**src/rtl/fifo_ser_pkg.sv**
```systemverilog
// Shared types and helpers for the FIFO byte serializer.
package fifo_ser_pkg;

    localparam int unsigned BYTE_W = 8;

    typedef enum logic [0:0] {
        SER_IDLE,
        SER_SHIFT
    } ser_state_t;

    // A byte count of zero, or one larger than the word, means "whole word".
    function automatic int unsigned ser_clamp_nbytes(input int unsigned nbytes,
                                                     input int unsigned word_bytes);
        return ((nbytes == 0) || (nbytes > word_bytes)) ? word_bytes : nbytes;
    endfunction

endpackage

```
**src/rtl/fifo_byte_serializer.sv**
```systemverilog
// Serializes multi-byte stream words into single-byte FIFO writes, stalling on fifo_full.
// Optional macro SER_MSB_FIRST_EN: emit the most-significant byte first (default LSB first).
module fifo_byte_serializer
    import fifo_ser_pkg::*;
#(
    parameter  int unsigned WORD_BYTES = 4,
    localparam int unsigned CNT_W      = $clog2(WORD_BYTES) + 1
) (
    input  logic                       clock,
    input  logic                       rst,
    input  logic                       s_valid,
    output logic                       s_ready,
    input  logic [WORD_BYTES*8-1:0]    s_data,
    input  logic [CNT_W-1:0]           s_nbytes,
    output logic                       fifo_wr,
    output logic [7:0]                 fifo_data,
    input  logic                       fifo_full,
    output logic                       busy
);

    localparam int unsigned HOLD_W = WORD_BYTES * BYTE_W;

    if ((WORD_BYTES < 2) || (WORD_BYTES > 8)) begin : g_bad_width
        $error("fifo_byte_serializer: WORD_BYTES must be in 2..8");
    end

    ser_state_t         state_q;
    logic [HOLD_W-1:0]  hold_q;
    logic [HOLD_W-1:0]  hold_shifted;
    logic [CNT_W-1:0]   rem_q;
    logic [CNT_W-1:0]   nbytes_clamped;
    logic               last_byte;

    assign nbytes_clamped = CNT_W'(ser_clamp_nbytes(32'(s_nbytes), WORD_BYTES));
    assign last_byte      = (rem_q == CNT_W'(1));
    assign busy           = (state_q == SER_SHIFT);
    assign fifo_wr        = (state_q == SER_SHIFT) && !fifo_full;

    // Ready on the last byte lets the next word load with no idle cycle.
    assign s_ready = !rst && ((state_q == SER_IDLE) ||
                              ((state_q == SER_SHIFT) && last_byte && !fifo_full));

`ifdef SER_MSB_FIRST_EN
    assign hold_shifted = hold_q << BYTE_W;
    assign fifo_data    = hold_q[HOLD_W-1 -: BYTE_W];
`else
    assign hold_shifted = hold_q >> BYTE_W;
    assign fifo_data    = hold_q[BYTE_W-1:0];
`endif

    always_ff @(posedge clock or posedge rst) begin
        if (rst) begin
            state_q <= SER_IDLE;
            hold_q  <= '0;
            rem_q   <= '0;
        end else begin
            case (state_q)
                SER_IDLE: begin
                    if (s_valid) begin
                        hold_q  <= s_data;
                        rem_q   <= nbytes_clamped;
                        state_q <= SER_SHIFT;
                    end
                end
                SER_SHIFT: begin
                    if (fifo_wr) begin
                        if (last_byte && s_valid) begin
                            hold_q <= s_data;
                            rem_q  <= nbytes_clamped;
                        end else begin
                            hold_q <= hold_shifted;
                            rem_q  <= rem_q - CNT_W'(1);
                            if (last_byte) begin
                                state_q <= SER_IDLE;
                            end
                        end
                    end
                end
                default: begin
                    state_q <= SER_IDLE;
                end
            endcase
        end
    end

endmodule

```
**config.mk**
```make
export PLATFORM = sky130hd
export DESIGN_NAME = fifo_byte_serializer
export DESIGN_NICKNAME = d
export VERILOG_FILES = /design/src/rtl/fifo_ser_pkg.sv /design/src/rtl/fifo_byte_serializer.sv
export SDC_FILE = /design/constraint.sdc
export NUM_CORES = 1
export LEC_CHECK = 0
export ABC_AREA = 1
export CAP_MARGIN = 15
export CORE_AREA = 2 2 86 88
export CTS_BUF_LIST = sky130_fd_sc_hd__clkbuf_8
export CTS_CLUSTER_DIAMETER = 40
export DETAILED_ROUTE_END_ITERATION = 10
export DIE_AREA = 0 0 88 90
export GPL_TIMING_DRIVEN = 0
export PLACE_DENSITY_LB_ADDON = 0.25
export REMOVE_ABC_BUFFERS = 1
export SLEW_MARGIN = 20
export SYNTH_ARGS = -nofsm -noshare
export SYNTH_HDL_FRONTEND = slang
export SYNTH_SLANG_ARGS = --single-unit
```
**constraint.sdc**
```tcl
create_clock -name clock -period 3.6 [get_ports clock]
set_input_delay 0.72 -clock clock [delete_from_list [all_inputs] [get_ports clock]]
set_output_delay 0.72 -clock clock [all_outputs]
set_load 0.005 [all_outputs]
```
-- After elaboration in Yosys (flattened, before gate mapping)
Cells that the tools add are included.
- $add $sub $neg: 1
- magnitude comparators: 1
- equal/unequal tests: 3
- muxes and demuxes: 14
- bitwise gates (word level): 1
- reduce and logical (&&, ||, !) cells: 11
- operators with widths (operator ; number):
    2-to-1 mux 32 bit ; 3
    case mux 32 bit (2 select lines) ; 1
    2-to-1 mux 3 bit ; 4
    case mux 3 bit (2 select lines) ; 1
    logical AND 1 bit ; 5
    2-to-1 mux 1 bit ; 4
    inequality test 2 bit (second input constant) ; 2
    == test 3 x 1 -> 1 bit (second input constant) ; 1
    > comparator 3 bit (second input constant) ; 1
    logical NOT 3 bit ; 1
    subtractor 3 x 1 -> 3 bit (second input constant) ; 1
    logical NOT 1 bit ; 2
    logical OR 1 bit ; 2
    case mux 1 bit (2 select lines) ; 1
    AND reduction 2 bit ; 1
    NOT 1 bit ; 1
- register bits: 36
- bits of input ports: 39
- output and inout bits: 11

-- Depth between registers and ports, before layout
- word-level depth: 6
- mapped depth: 8
- gate-level depth less buffers: 8

-- Least setup slack after synthesis
OpenSTA, ideal clock, no wires.
- kind: input -> output
- from: input fifo_full
- to: output s_ready
- arrival time: 1.019 ns
- slack: 1.861 ns
- cell stages on the path: 5
- cell sequence: inv_1 > nand3_1 > nand2_1 > inv_1 > nor2_1
- longest elaborated chain between the ends: 4
- ends and longest elaborated chain (what ; RTL line ; RTL):
    start, declared ; fifo_byte_serializer.sv:17 ; input logic fifo_full,
    logical NOT 1 bit ; fifo_byte_serializer.sv:41 ; ((state_q == SER_SHIFT) && last_byte && !fifo_full));
    logical AND 1 bit ; fifo_byte_serializer.sv:41 ;
    logical OR 1 bit ; fifo_byte_serializer.sv:40 ; assign s_ready = !rst && ((state_q == SER_IDLE) ||
    logical AND 1 bit ; fifo_byte_serializer.sv:40 ;
    end, declared ; fifo_byte_serializer.sv:12 ; output logic s_ready,
Every way passes these cells.

-- Worst setup path after layout
Same ends and word-level chain as after synthesis.

==> results by group <==
Outcome
  • Status: finished clean

Layout
  • Register area: 902 µm²
  • Ant. Diodes: 0
  • Post-route cell area: 2610 µm²
  • Multi-input gate area: 813 µm²
  • Share of post-route cells with drive strength above 1: 5.52%
  • Final net count: 349
  • Synthesis-to-finish area growth: 28.5%
  • Layout fillers: 766

CTS
  • Post_cts resized: 0
  • Worst-path clk slew: 0.07 ns
  • Cts bufs inserted: 5
  • # hold bufs at CTS: 0
  • Clock sinks: 36
  • CTS HTree Levels: 2
  • CTS tree: yes
  • Clock latency at the later pin of the worst-skew pair: 0.29 ns
  • Clk root buf: clkbuf_8
  • Clock Path Buffers: 2
  • Postcts setup bufs: 0

Power
  • Max IR drop VDD: 0.212 mV
  • Pwr Density: 634 nW/µm²
  • P_leak: 1.37 nW
  • Pwr Total: 1.65 mW

Synthesis
  • Synth cell types: 16
  • Syn avg cell area: 7.47 µm²
  • Post-synthesis instance total: 272
  • Post-synth EDFFs: 0
  • Sequential fraction of the synthesis area: 44.4%
  • Commonest cells in the synthesized netlist: nand2_1 (89), nand3_1 (45), inv_1 (42)
  • Post-synth ARST share: 100%
  • Synth Register Bits: 36
  • Top cells by area, synth: dfrtp_1 (44%), nand2_1 (16%), nand3_1 (11%)
  • Yosys top cell by area: dfrtp_1
  • Yosys top cell area share: 44.4%
  • Post-Syn Area: 2030 µm²
  • Top-count cell post-synth: nand2_1
  • Post-synth top flop: dfrtp_1
  • Warnings, synthesis: 0

Setup path
  • CP max FO: 2
  • Endpoint type of the worst setup path: output port
  • Crit Path Class: in2out
  • Startpoint types: input port
  • Arr. time, crit path: 1.96 ns
  • Critical Path RT: 2.88 ns

Floorplan
  • DIE AREA: 7920 µm²
  • Core Region: 7020 µm²
  • Std cell rows: 31
  • Die Y: 90 µm
  • Die W: 88 µm
  • Initial Utilization: 28.9%
  • I/O pins: 50

GRT
  • GR Util All Layers: 12.6%
  • Initial antenna violation count: 0
  • GRT overflow: 0
  • First-pass GRT wire length: 7970 µm
  • Vias in the first global route: 1698
  • Largest net degree at the start of global routing: 45

Drt
  • Via count: 1760
  • Detail Route Antenna Nets: 0
  • Total iterations of the first detailed-routing run: 4
  • Drt total wl: 4480 µm
  • Via density per instance: 4.32
  • Wire length per cell: 11.0 µm
  • Post-route DRC: 0
  • DRC marker count from the first detailed-route iteration: 80

Timing
  • Unrepaired setup endpoints after global routing: false
  • Hold slack: 0.471 ns
  • Tightest Pin Transition: 0.813 ns
  • Endpoints failing setup: 0
  • Fmax: 374 MHz
  • Hold Fails Final Rpt: 0
  • Setup Skew: 0.00426 ns
  • Slew Limit Headroom: 45.6%
  • Final cycle utilization of the critical path: 74.3%
  • Fin crit period: 2.68 ns
  • Setup TNS: 0 ns
  • Count of pins over their slew limit: 0

Placement
  • Final GP Congestion: 0.709
  • IO Port Bufs: 49
  • Dpl cell area: 2520 µm²
  • Post-DP HPWL: 2690 µm

Worst hold path
  • Worst hold path type: reg2reg

Job
  • Max_cap viols: 0
-- path summary, 6_finish.rpt --
path / start / to / slack [ns] / depth (start not counted)
worst max-delay path: fifo_full / s_ready / 0.92 / 7
max in group asynchronous: rst / hold_q[15] / 2.52 / 3
worst min-delay path: hold_q[16] / hold_q[16] / 0.47 / 2
worst min register to register: hold_q[16] / hold_q[16] / 0.47 / 2
worst max register to register: busy / hold_q[11] / 1.18 / 5
min in group asynchronous: rst / rem_q[2] / 0.67 / 2
-- metal layers --
metal | GRT usage, % | vias to the layer above | wire length [µm]
met5 | 0 | - | 0
met4 | 4.62 | 0 | 74
met3 | 2.48 | 6 | 235
met2 | 19.7 | 51 | 2050
met1 | 17.2 | 806 | 2130
li1 | - | 897 | -
-- worst max-delay path, cell delays in order --
cell and delay (ns):
clkdlybuf4s50_1 0.40, inv_1 0.07, nand3_1 0.07, nand2_1 0.06
inv_1 0.06, nor2_1 0.08, clkdlybuf4s50_1 0.50
-- final cells by class --
class                           count  share of cell area, %
Multi-Input combinational cell    169                   31.2
Inverter                           45                   6.47
Sequential cell                    36                   34.6
Clock buffer                        6                   3.17
Timing Repair Buffer               50                   19.6
Clock inverter                      2                  0.288
Tap cell                           99                   4.75
-- sequential cells by signal (all words and copies together) (netlist names) --
name and cells:
busy 1, rem_q 3, hold_q 32
-- where the power goes --
| group | internal, mW | leakage, nW | switching [mW] | total, mW |
|---|---|---|---|---|
| Clock | 0.151 | 0.0538 | 0.144 | 0.294 |
| Sequential | 0.570 | 0.467 | 0.0971 | 0.667 |
| Combinational | 0.333 | 0.847 | 0.360 | 0.693 |
-- stage by stage --
step | std cells | util (%) | setup slack [ns]
floorplan | 250 | - | 1.63
global placement | 398 | 35.6 | 0.765
detailed placement | 399 | 35.9 | 0.766
CTS | 407 | 37.1 | 0.648
global route | 407 | 37.2 | 0.788
finish | 407 | 37.2 | 0.924
-- logic make-up (layout without fill, tap and decap cells) --
family / count (synthesis) / count (layout) / synth area share, %
and+or+nand+nor: 158 / 158 / 36.2
AOI/OAI and AO/OA: 8 / 8 / 1.97
DFF: 36 / 36 / 44.4
buffers and inverters: 67 / 103 / 15.6
adders and majority gates: 3 / 3 / 1.85
-- cells in the final DEF (no fill, tap or decap) --
master           count
ha_1                 3
clkdlybuf4s50_1     49
dfrtp_2              1
nand3_1             45
nand3b_1            16
buf_12               1
inv_2                4
nand3_4              1
nand2_2              2
dfrtp_1             35
clkbuf_8             6
inv_1               43
nand2_1             89
o21ai_0              7
o21ai_1              1
or2_2                2
nand4_1              1
nor2_1               2
No activity file was read; power rests on OpenSTA's default activity.
